$ cat src/rtl/store_pkg.sv
// Shared types for the store commit buffer: funct3 store-width codes, the queued
// entry layout and the drain FSM states.
package store_pkg;

  localparam logic [2:0] W_SB = 3'b000;
  localparam logic [2:0] W_SH = 3'b001;
  localparam logic [2:0] W_SW = 3'b010;

  typedef struct packed {
    logic [29:0] addr_word;
    logic [31:0] wdata;
    logic [3:0]  wstrb;
  } store_entry_t;

  typedef enum logic {
    IDLE = 1'b0,
    REQ  = 1'b1
  } state_t;

endpackage

$ cat src/rtl/store_fifo.sv
// DEPTH-entry circular queue of formatted stores; push visible at the next edge,
// head is combinational. Exposes every slot plus a valid mask for load hazard lookups.
module store_fifo
  import store_pkg::*;
#(
  parameter int DEPTH = 4
) (
  input  logic                     clk,
  input  logic                     reset,
  input  logic                     i_push,
  input  store_entry_t             i_dat,
  input  logic                     i_pop,
  output store_entry_t             o_head,
  output logic [$clog2(DEPTH):0]   o_count,
  output logic                     o_full,
  output logic                     o_empty,
  output store_entry_t             o_entries [DEPTH],
  output logic [DEPTH-1:0]         o_valid
);

  localparam int PW = $clog2(DEPTH);

  store_entry_t  r_mem [DEPTH];
  logic [PW-1:0] r_wr_ptr;
  logic [PW-1:0] r_rd_ptr;
  logic [PW:0]   r_count;
  logic          w_push;
  logic          w_pop;

  assign o_full  = (r_count == (PW+1)'(DEPTH));
  assign o_empty = (r_count == '0);
  assign w_push  = i_push & ~o_full;
  assign w_pop   = i_pop & ~o_empty;

  // Pointers are exactly PW bits wide, so increment wraps modulo DEPTH.
  always_ff @(posedge clk or posedge reset) begin
    if (reset) begin
      r_wr_ptr <= '0;
      r_rd_ptr <= '0;
      r_count  <= '0;
    end else begin
      if (w_push) r_wr_ptr <= r_wr_ptr + 1'b1;
      if (w_pop)  r_rd_ptr <= r_rd_ptr + 1'b1;
      case ({w_push, w_pop})
        2'b10:   r_count <= r_count + 1'b1;
        2'b01:   r_count <= r_count - 1'b1;
        default: r_count <= r_count;
      endcase
    end
  end

  always_ff @(posedge clk) begin
    if (w_push) r_mem[r_wr_ptr] <= i_dat;
  end

  always_comb begin
    o_valid = '0;
    for (int i = 0; i < DEPTH; i++) begin
      logic [PW-1:0] off;
      off        = PW'(i) - r_rd_ptr;
      o_valid[i] = ({1'b0, off} < r_count);
    end
  end

  assign o_head    = r_mem[r_rd_ptr];
  assign o_count   = r_count;
  assign o_entries = r_mem;

endmodule

$ cat src/rtl/store_commit_buffer.sv
// Commit-order store buffer; a store enters mem_req two edges after commit, drains at most one per 2 cycles.
// commit_ready drops only when full; define STORE_FWD_HAZARD_EN for exact word-match ld_hit.
module store_commit_buffer
  import store_pkg::*;
#(
  parameter int DEPTH = 4
) (
  input  logic                   clk,
  input  logic                   reset,
  input  logic                   commit_valid,
  input  logic [2:0]             commit_width,
  input  logic [31:0]            commit_addr,
  input  logic [31:0]            commit_data,
  output logic                   commit_ready,
  output logic                   misalign_err,
  output logic                   mem_req,
  output logic [31:0]            mem_addr,
  output logic [31:0]            mem_wdata,
  output logic [3:0]             mem_wstrb,
  input  logic                   mem_ack,
  input  logic [31:0]            ld_addr,
  output logic                   ld_hit,
  output logic [$clog2(DEPTH):0] count
);

  state_t                 r_state;
  state_t                 w_state_nxt;
  logic                   r_misalign_err;
  logic                   w_take;
  logic                   w_legal;
  logic [31:0]            w_wdata;
  logic [3:0]             w_wstrb;
  store_entry_t           w_entry;
  store_entry_t           w_head;
  store_entry_t           w_entries [DEPTH];
  logic [DEPTH-1:0]       w_valid;
  logic [$clog2(DEPTH):0] w_count;
  logic                   w_full;
  logic                   w_empty;
  logic                   w_pop;
  logic                   w_mem_req;

  assign commit_ready = ~w_full;
  assign w_take       = commit_valid & commit_ready;

  always_comb begin
    w_legal = 1'b0;
    w_wdata = '0;
    w_wstrb = '0;
    case (commit_width)
      W_SB: begin
        w_legal = 1'b1;
        w_wdata = {4{commit_data[7:0]}};
        w_wstrb = 4'b0001 << commit_addr[1:0];
      end
      W_SH: begin
        w_legal = ~commit_addr[0];
        w_wdata = {2{commit_data[15:0]}};
        w_wstrb = commit_addr[1] ? 4'b1100 : 4'b0011;
      end
      W_SW: begin
        w_legal = (commit_addr[1:0] == 2'b00);
        w_wdata = commit_data;
        w_wstrb = 4'b1111;
      end
      default: ;
    endcase
  end

  assign w_entry.addr_word = commit_addr[31:2];
  assign w_entry.wdata     = w_wdata;
  assign w_entry.wstrb     = w_wstrb;

  store_fifo #(.DEPTH(DEPTH)) u_fifo (
    .clk       (clk),
    .reset     (reset),
    .i_push    (w_take & w_legal),
    .i_dat     (w_entry),
    .i_pop     (w_pop),
    .o_head    (w_head),
    .o_count   (w_count),
    .o_full    (w_full),
    .o_empty   (w_empty),
    .o_entries (w_entries),
    .o_valid   (w_valid)
  );

  always_ff @(posedge clk or posedge reset) begin
    if (reset) begin
      r_state        <= IDLE;
      r_misalign_err <= 1'b0;
    end else begin
      r_state        <= w_state_nxt;
      r_misalign_err <= w_take & ~w_legal;
    end
  end

  // Head only changes on pop, so the request fields stay stable while waiting for ack.
  always_comb begin
    w_state_nxt = r_state;
    w_mem_req   = 1'b0;
    w_pop       = 1'b0;
    case (r_state)
      IDLE: begin
        if (!w_empty) w_state_nxt = REQ;
      end
      REQ: begin
        w_mem_req = 1'b1;
        if (mem_ack) begin
          w_pop       = 1'b1;
          w_state_nxt = IDLE;
        end
      end
    endcase
  end

  assign mem_req      = w_mem_req;
  assign mem_addr     = w_mem_req ? {w_head.addr_word, 2'b00} : 32'h0;
  assign mem_wdata    = w_mem_req ? w_head.wdata : 32'h0;
  assign mem_wstrb    = w_mem_req ? w_head.wstrb : 4'h0;
  assign misalign_err = r_misalign_err;
  assign count        = w_count;

`ifdef STORE_FWD_HAZARD_EN
  logic w_unused;
  logic w_hit;
  assign w_unused = &{1'b0, ld_addr[1:0]};

  always_comb begin
    w_hit = 1'b0;
    for (int i = 0; i < DEPTH; i++) begin
      if (w_valid[i] && (w_entries[i].addr_word == ld_addr[31:2]) && (w_entries[i].wstrb != 4'h0))
        w_hit = 1'b1;
    end
  end

  assign ld_hit = w_hit;
`else
  logic w_unused;

  always_comb begin
    w_unused = ^{ld_addr, w_valid};
    for (int i = 0; i < DEPTH; i++) w_unused = w_unused ^ (^w_entries[i]);
  end

  assign ld_hit = ~w_empty;
`endif

endmodule

$ cat config.mk
export PLATFORM = sky130hd
export DESIGN_NAME = store_commit_buffer
export DESIGN_NICKNAME = d
export VERILOG_FILES = /design/src/rtl/store_pkg.sv /design/src/rtl/store_fifo.sv /design/src/rtl/store_commit_buffer.sv
export SDC_FILE = /design/constraint.sdc
export NUM_CORES = 1
export LEC_CHECK = 0
export CORE_MARGIN = 8
export CORE_UTILIZATION = 57
export DETAILED_ROUTE_END_ITERATION = 8
export GPL_TIMING_DRIVEN = 0
export PLACE_DENSITY = 0.83
export SYNTH_ARGS = -nofsm -noshare
export SYNTH_HDL_FRONTEND = slang
export SYNTH_SLANG_ARGS = --single-unit
$ cat constraint.sdc
create_clock -name clk -period 5.5 [get_ports clk]
set_input_delay 1.65 -clock clk [delete_from_list [all_inputs] [get_ports clk]]
set_output_delay 1.65 -clock clk [all_outputs]
set_load 0.01 [all_outputs]
* After elaboration in Yosys (flattened, before gate mapping)
Index checks and enable logic that the tools add are counted.
** Word-level totals
- Output and inout port bits :: 75
- Logic and storage cells :: 67
- Register bits :: 273
** Cells by class
- Magnitude comparators :: 3
- Reductions and logical operators :: 5
- Equal/unequal tests :: 5
- Shift operators :: 1
- Multiplexer cells :: 20
- Add/sub/neg operators :: 4
- Bitwise gates (word level) :: 12
** Operator list (count)
- bitwise mux 264 bit :: 1
- 2-to-1 mux 66 bit :: 3
- binary-select mux 66 bit (select 2 bit) :: 1
- demux 66 bit (select 2 bit) :: 1
- one-hot mux 32 bit (3 select lines) :: 1
- 2-to-1 mux 32 bit :: 2
- one-hot mux 4 bit (3 select lines) :: 1
- 2-to-1 mux 4 bit :: 2
- >= comparator 3 bit, second input constant :: 2
- logical NOT 3 bit :: 2
- NOT 2 -> 3 bit :: 2
- one-hot mux 3 bit (2 select lines) :: 1
- bitwise AND 1 bit :: 5
- 2-to-1 mux 1 bit :: 5
- NOT 1 bit :: 5
- adder 2 x 1 -> 2 bit, second input constant :: 2
- << shifter 1 x 2 -> 4 bit, first input constant :: 1
- adder 3 x 1 -> 3 bit, second input constant :: 1
- == test 3 x 1 -> 1 bit, second input constant :: 1
- == test 3 x 2 -> 1 bit, second input constant :: 1
- == test 3 bit, second input constant :: 1
- < comparator 3 x 1 -> 1 bit, second input constant :: 1
- one-hot mux 1 bit (3 select lines) :: 1
- subtractor 3 x 1 -> 3 bit, second input constant :: 1
- other kinds (6) :: 6

* Logic depth before layout (Yosys ltp)
- Depth in word-level cells :: 7
- Depth in mapped cells :: 10

* Cells and area by module
A second synthesis with hierarchy kept.
** Unflattened totals
- Cells, all modules :: 589
- Area total of the unflattened synthesis :: 11274.6 sq um
** By module, submodules not included
- store_fifo :: cells each 402, times used 1, area an instance 10166.0 sq um, sequential area each 8102.8 sq um
- store_commit_buffer :: cells each 187, times used 1, area an instance 1108.6 sq um, sequential area each 50.0 sq um

* Worst setup path after synthesis
No wires, ideal clock.
- Kind :: in2reg
- Start point :: input port commit_addr[0]
- End point :: register u_fifo.r_mem (netlist bit u_fifo.o_entries[0]) (enable)
- Setup time :: 0.431 ns
- Arrival time :: 3.819 ns
- Path slack :: 1.250 ns
- Cell stages on the path :: 4
- Data required time :: 5.069 ns
- Cell sequence :: nor3_1 > nor2_1 > nor3_2 > and2_1
** On the way
- Cells in the longest elaborated chain, start to end :: 4
** Ends and longest elaborated chain
- start, declared :: RTL line store_commit_buffer.sv:12 : input logic [31:0] commit_addr,
- logical NOT 2 bit or NOT 1 bit (tied branches) :: RTL line store_commit_buffer.sv:62, store_commit_buffer.sv:57
- one-hot mux 1 bit (3 select lines) (*) :: RTL line store_commit_buffer.sv:50 : case (commit_width)
- bitwise AND 1 bit (*) :: RTL line store_commit_buffer.sv:77 : .i_push (w_take & w_legal),
- bitwise AND 1 bit (*) :: RTL line store_fifo.sv:32 : assign w_push = i_push & ~o_full;
- end signal, assigned by index :: RTL line store_fifo.sv:53 : if (w_push) r_mem[r_wr_ptr] <= i_dat;
- end, declared :: RTL line store_fifo.sv:23 : store_entry_t r_mem [DEPTH];
Mark *: on every way between the ends. The rest lies on a longest branch, timed or not.
A chain may end at the register's enable or synchronous reset.

* Worst setup path after layout
- Start point :: register r_state
- End point :: output port mem_wdata[12]
** On the way
- Cells in the longest elaborated chain, start to end :: 2
** Ends and longest elaborated chain
- start, declared :: RTL line store_commit_buffer.sv:26 : state_t r_state;
- start signal, assigned :: RTL line store_commit_buffer.sv:93 : r_state <= w_state_nxt;
- 2-to-1 mux 1 bit :: RTL line store_commit_buffer.sv:103 : case (r_state)
- 2-to-1 mux 32 bit :: RTL line store_commit_buffer.sv:119 : assign mem_wdata = w_mem_req ? w_head.wdata : 32'h0;
- end, declared :: RTL line store_commit_buffer.sv:18 : output logic [31:0] mem_wdata,
Every way passes these cells.

==> reports/qor.txt <==
most used cell, CP: clkbuf_1
Resized cells post-CTS: 0
Max Clk Rate: 223 MHz
worst path arrival time: 2.84 ns
min cycle time layout: 4.49 ns
Psw: 1.69 mW
worst slack at placement: 1.41 ns
dominant cell type by area after synthesis: edfxtp_1
hpwl dp: 15.6 mm
EDFF count, synth: 264
Slew @ Worst Pin: 0.638 ns
Worst-Skew Late Latency: 0.52 ns
first-pass GRT wire length: 36.3 mm
total negative slack: 0 ns
multi-input logic area: 0.00269 sq mm
Internal: 4.57 mW
critical path required time: 3.85 ns
worst reg2reg path depth: 5
Async SR Flop Fraction: 3.30%
drt via density: 5.71
FF-to-FF Start: u_fifo.o_count[2]
top cell type's share of synthesized area: 71.6%
CTS root buffer: clkbuf_16
antenna violations before repair: 0
Synth Warn #: 0
MaxCap Viol Count: 0
Post-CTS Setup Repair Bufs: 0
die width: 155 um
syn_area_per_cell: 19.3 sq um
largest net degree at the start of global routing: 46
Syn-to-layout area delta: 24.3%
vias in the first global route: 6404
synth unique cells: 30
Design Power: 6.26 mW
Site Rows: 51
Static Leak: 4.57 nW
hold path endpoint: u_fifo.o_count[2]
vias: 5911
crit-path cells: clkbuf_1 > clkbuf_1 > and2_1 > clkdlybuf4s50_1
# setup viols final: 0
crit share post-route: 81.6%
Starting DRT DRC Count: 440
Max H-tree Level: 1
Finished Layout Cells: 1036
RSZ-0062 raised after global routing: no
sequential share of the synthesized area: 73.6%
clk sinks: 273
Post-Synthesis Cells: 575
gr ovfl total: 0
GR Util All Layers: 19.6%
Worst-path clk slew: 0.06 ns
Core Region: 0.0193 sq mm
# diodes: 0
Crit. path cell count: 4
die area: 0.0242 sq mm
FF/Latch Area: 0.00815 sq mm
critical path endpoint category: output port
CP Launch Type: flop
Inst Count DP: 987
most frequent cell after synthesis: edfxtp_1
Starting Density: 57.5%
HP Class: reg2reg
Fill cells: 1208
logic gate share of total power: 33.4%
nets: 860
share of cells above drive strength 1: 16.6%
IO buf count: 142
Flop pwr share: 39.7%
slowest CP cell: dfrtp_1
r2r setup slk: 3.21 ns
1st-pass router iterations: 5
crit path max fanout: 10
cell family with most CP delay: buffers and inverters
CTS Hold Bufs: 0
CTS tree: built
Synth Cell Area: 0.0111 sq mm
critical path class: reg2out
buffer and inverter count on the worst path: 3
#FFs+latches synth: 273
I/O Pins: 178
final number of max-transition violations: 0
GPL Wtd Cong: 0.928
status: finished, final reports clean
synth cell count leaders: edfxtp_1 (264), and2_1 (78), mux4_2 (66)
reg-to-reg endpoint: u_fifo.o_entries[47]
final hold viol count: 0
Hold Path Stages: 1
final worst clock skew: 0.0111 ns
Main synth FF type: edfxtp_1
post-DR wirelength/cell: 22.7 um
Synth area leaders: edfxtp_1 (72%), mux4_2 (13%), and2_1 (4.4%)
Die H: 155 um
Final Worst Setup Slack: 1.01 ns
Clk network pwr share: 26.9%
DRT antenna net count: 0
Residual DRC: 0
Worst path max stage delay: 0.56 ns
switching part of the total: 27.0%
drt total wl: 23.5 mm
hold path startpoint: u_fifo.o_count[2]
worst vdd ir: 0.294 mV
Slew HR: 57.4%
CTS Buf Count: 27
Pwr Density: 454 mW/mm^2
maximum clock insertion buffer count: 3
cells in the final DEF (no fill, tap or decap), drive strengths merged, types with 14 or more instances in the layout:
master | netlist | final
edfxtp | 264 | 264
clkdlybuf4s50 | 0 | 142
and2 | 78 | 78
mux4 | 66 | 66
clkbuf | 16 | 50
nor2 | 32 | 32
a21oi | 29 | 29
buf | 20 | 24
a2bb2oi | 16 | 16
clkinv | 0 | 14
power groups by stage:
stage,Clock [mW],Sequential (mW),Combinational [mW]
after floorplan,0,2.51,1.22
after global placement,0,2.52,2.07
after detailed placement,0,2.52,2.11
after CTS,1.71,2.48,2.13
after global routing,1.79,2.49,2.24
final,1.69,2.48,2.09
final cells by class:
class	instances	area share, %
flip-flops and latches	273	59.2
well taps	265	2.41
repair buffers	146	11.1
plain buffers	36	1.56
multi-input cells	259	19.6
inverters	8	0.218
clock inverters	15	0.699
clock buffers	34	5.24
worst max-delay path by stage:
stage                                from                     to  slack (ns)
after floorplan            commit_addr[0]    u_fifo.o_entries[0]        1.25
after global placement     commit_addr[0]  u_fifo.o_entries[168]       -0.45
after detailed placement  commit_width[0]   u_fifo.o_entries[47]        1.41
after CTS                         r_state          mem_wdata[12]        0.93
after global routing              r_state          mem_wdata[20]        0.87
final                             r_state          mem_wdata[12]        1.01
cell families (layout without fill, tap and decap cells):
family | after synthesis | in the layout | share of synthesized area, %
compound gates | 47 | 47 | 2.71
xor+xnor | 6 | 6 | 0.474
fa+ha+maj | 6 | 6 | 0.745
buf+inv | 44 | 239 | 2.21
flops | 273 | 273 | 73.6
mux | 68 | 68 | 13.6
other cells | 1 | 2 | 0.0339
simple gates | 130 | 130 | 6.62
layer usage:
| metal | global-route usage [%] | wire [um] | up-vias |
|---|---|---|---|
| li1 | - | - | 2611 |
| met1 | 26.9 | 10000 | 3024 |
| met2 | 32.7 | 11500 | 250 |
| met3 | 3.63 | 1740 | 26 |
| met4 | 3.97 | 298 | 0 |
| met5 | 0 | 0 | - |
state kept, by name (all words and copies together), names as in the netlist:
signal and flops:
u_fifo.o_entries 264, u_fifo.o_count 3, u_fifo.r_rd_ptr 2, u_fifo.r_wr_ptr 2, misalign_err 1, r_state 1
stage by stage:
stage	cell area [sq um]	utilization, %	hold slack [ns]
after global routing	13800	71.5	0.543
after CTS	13800	71.5	0.518
after floorplan	11100	-	0.512
final	13800	71.5	0.519
after global placement	12800	66.6	0.488
after detailed placement	13000	67.2	0.504
(Power assumes the default switching activity.)
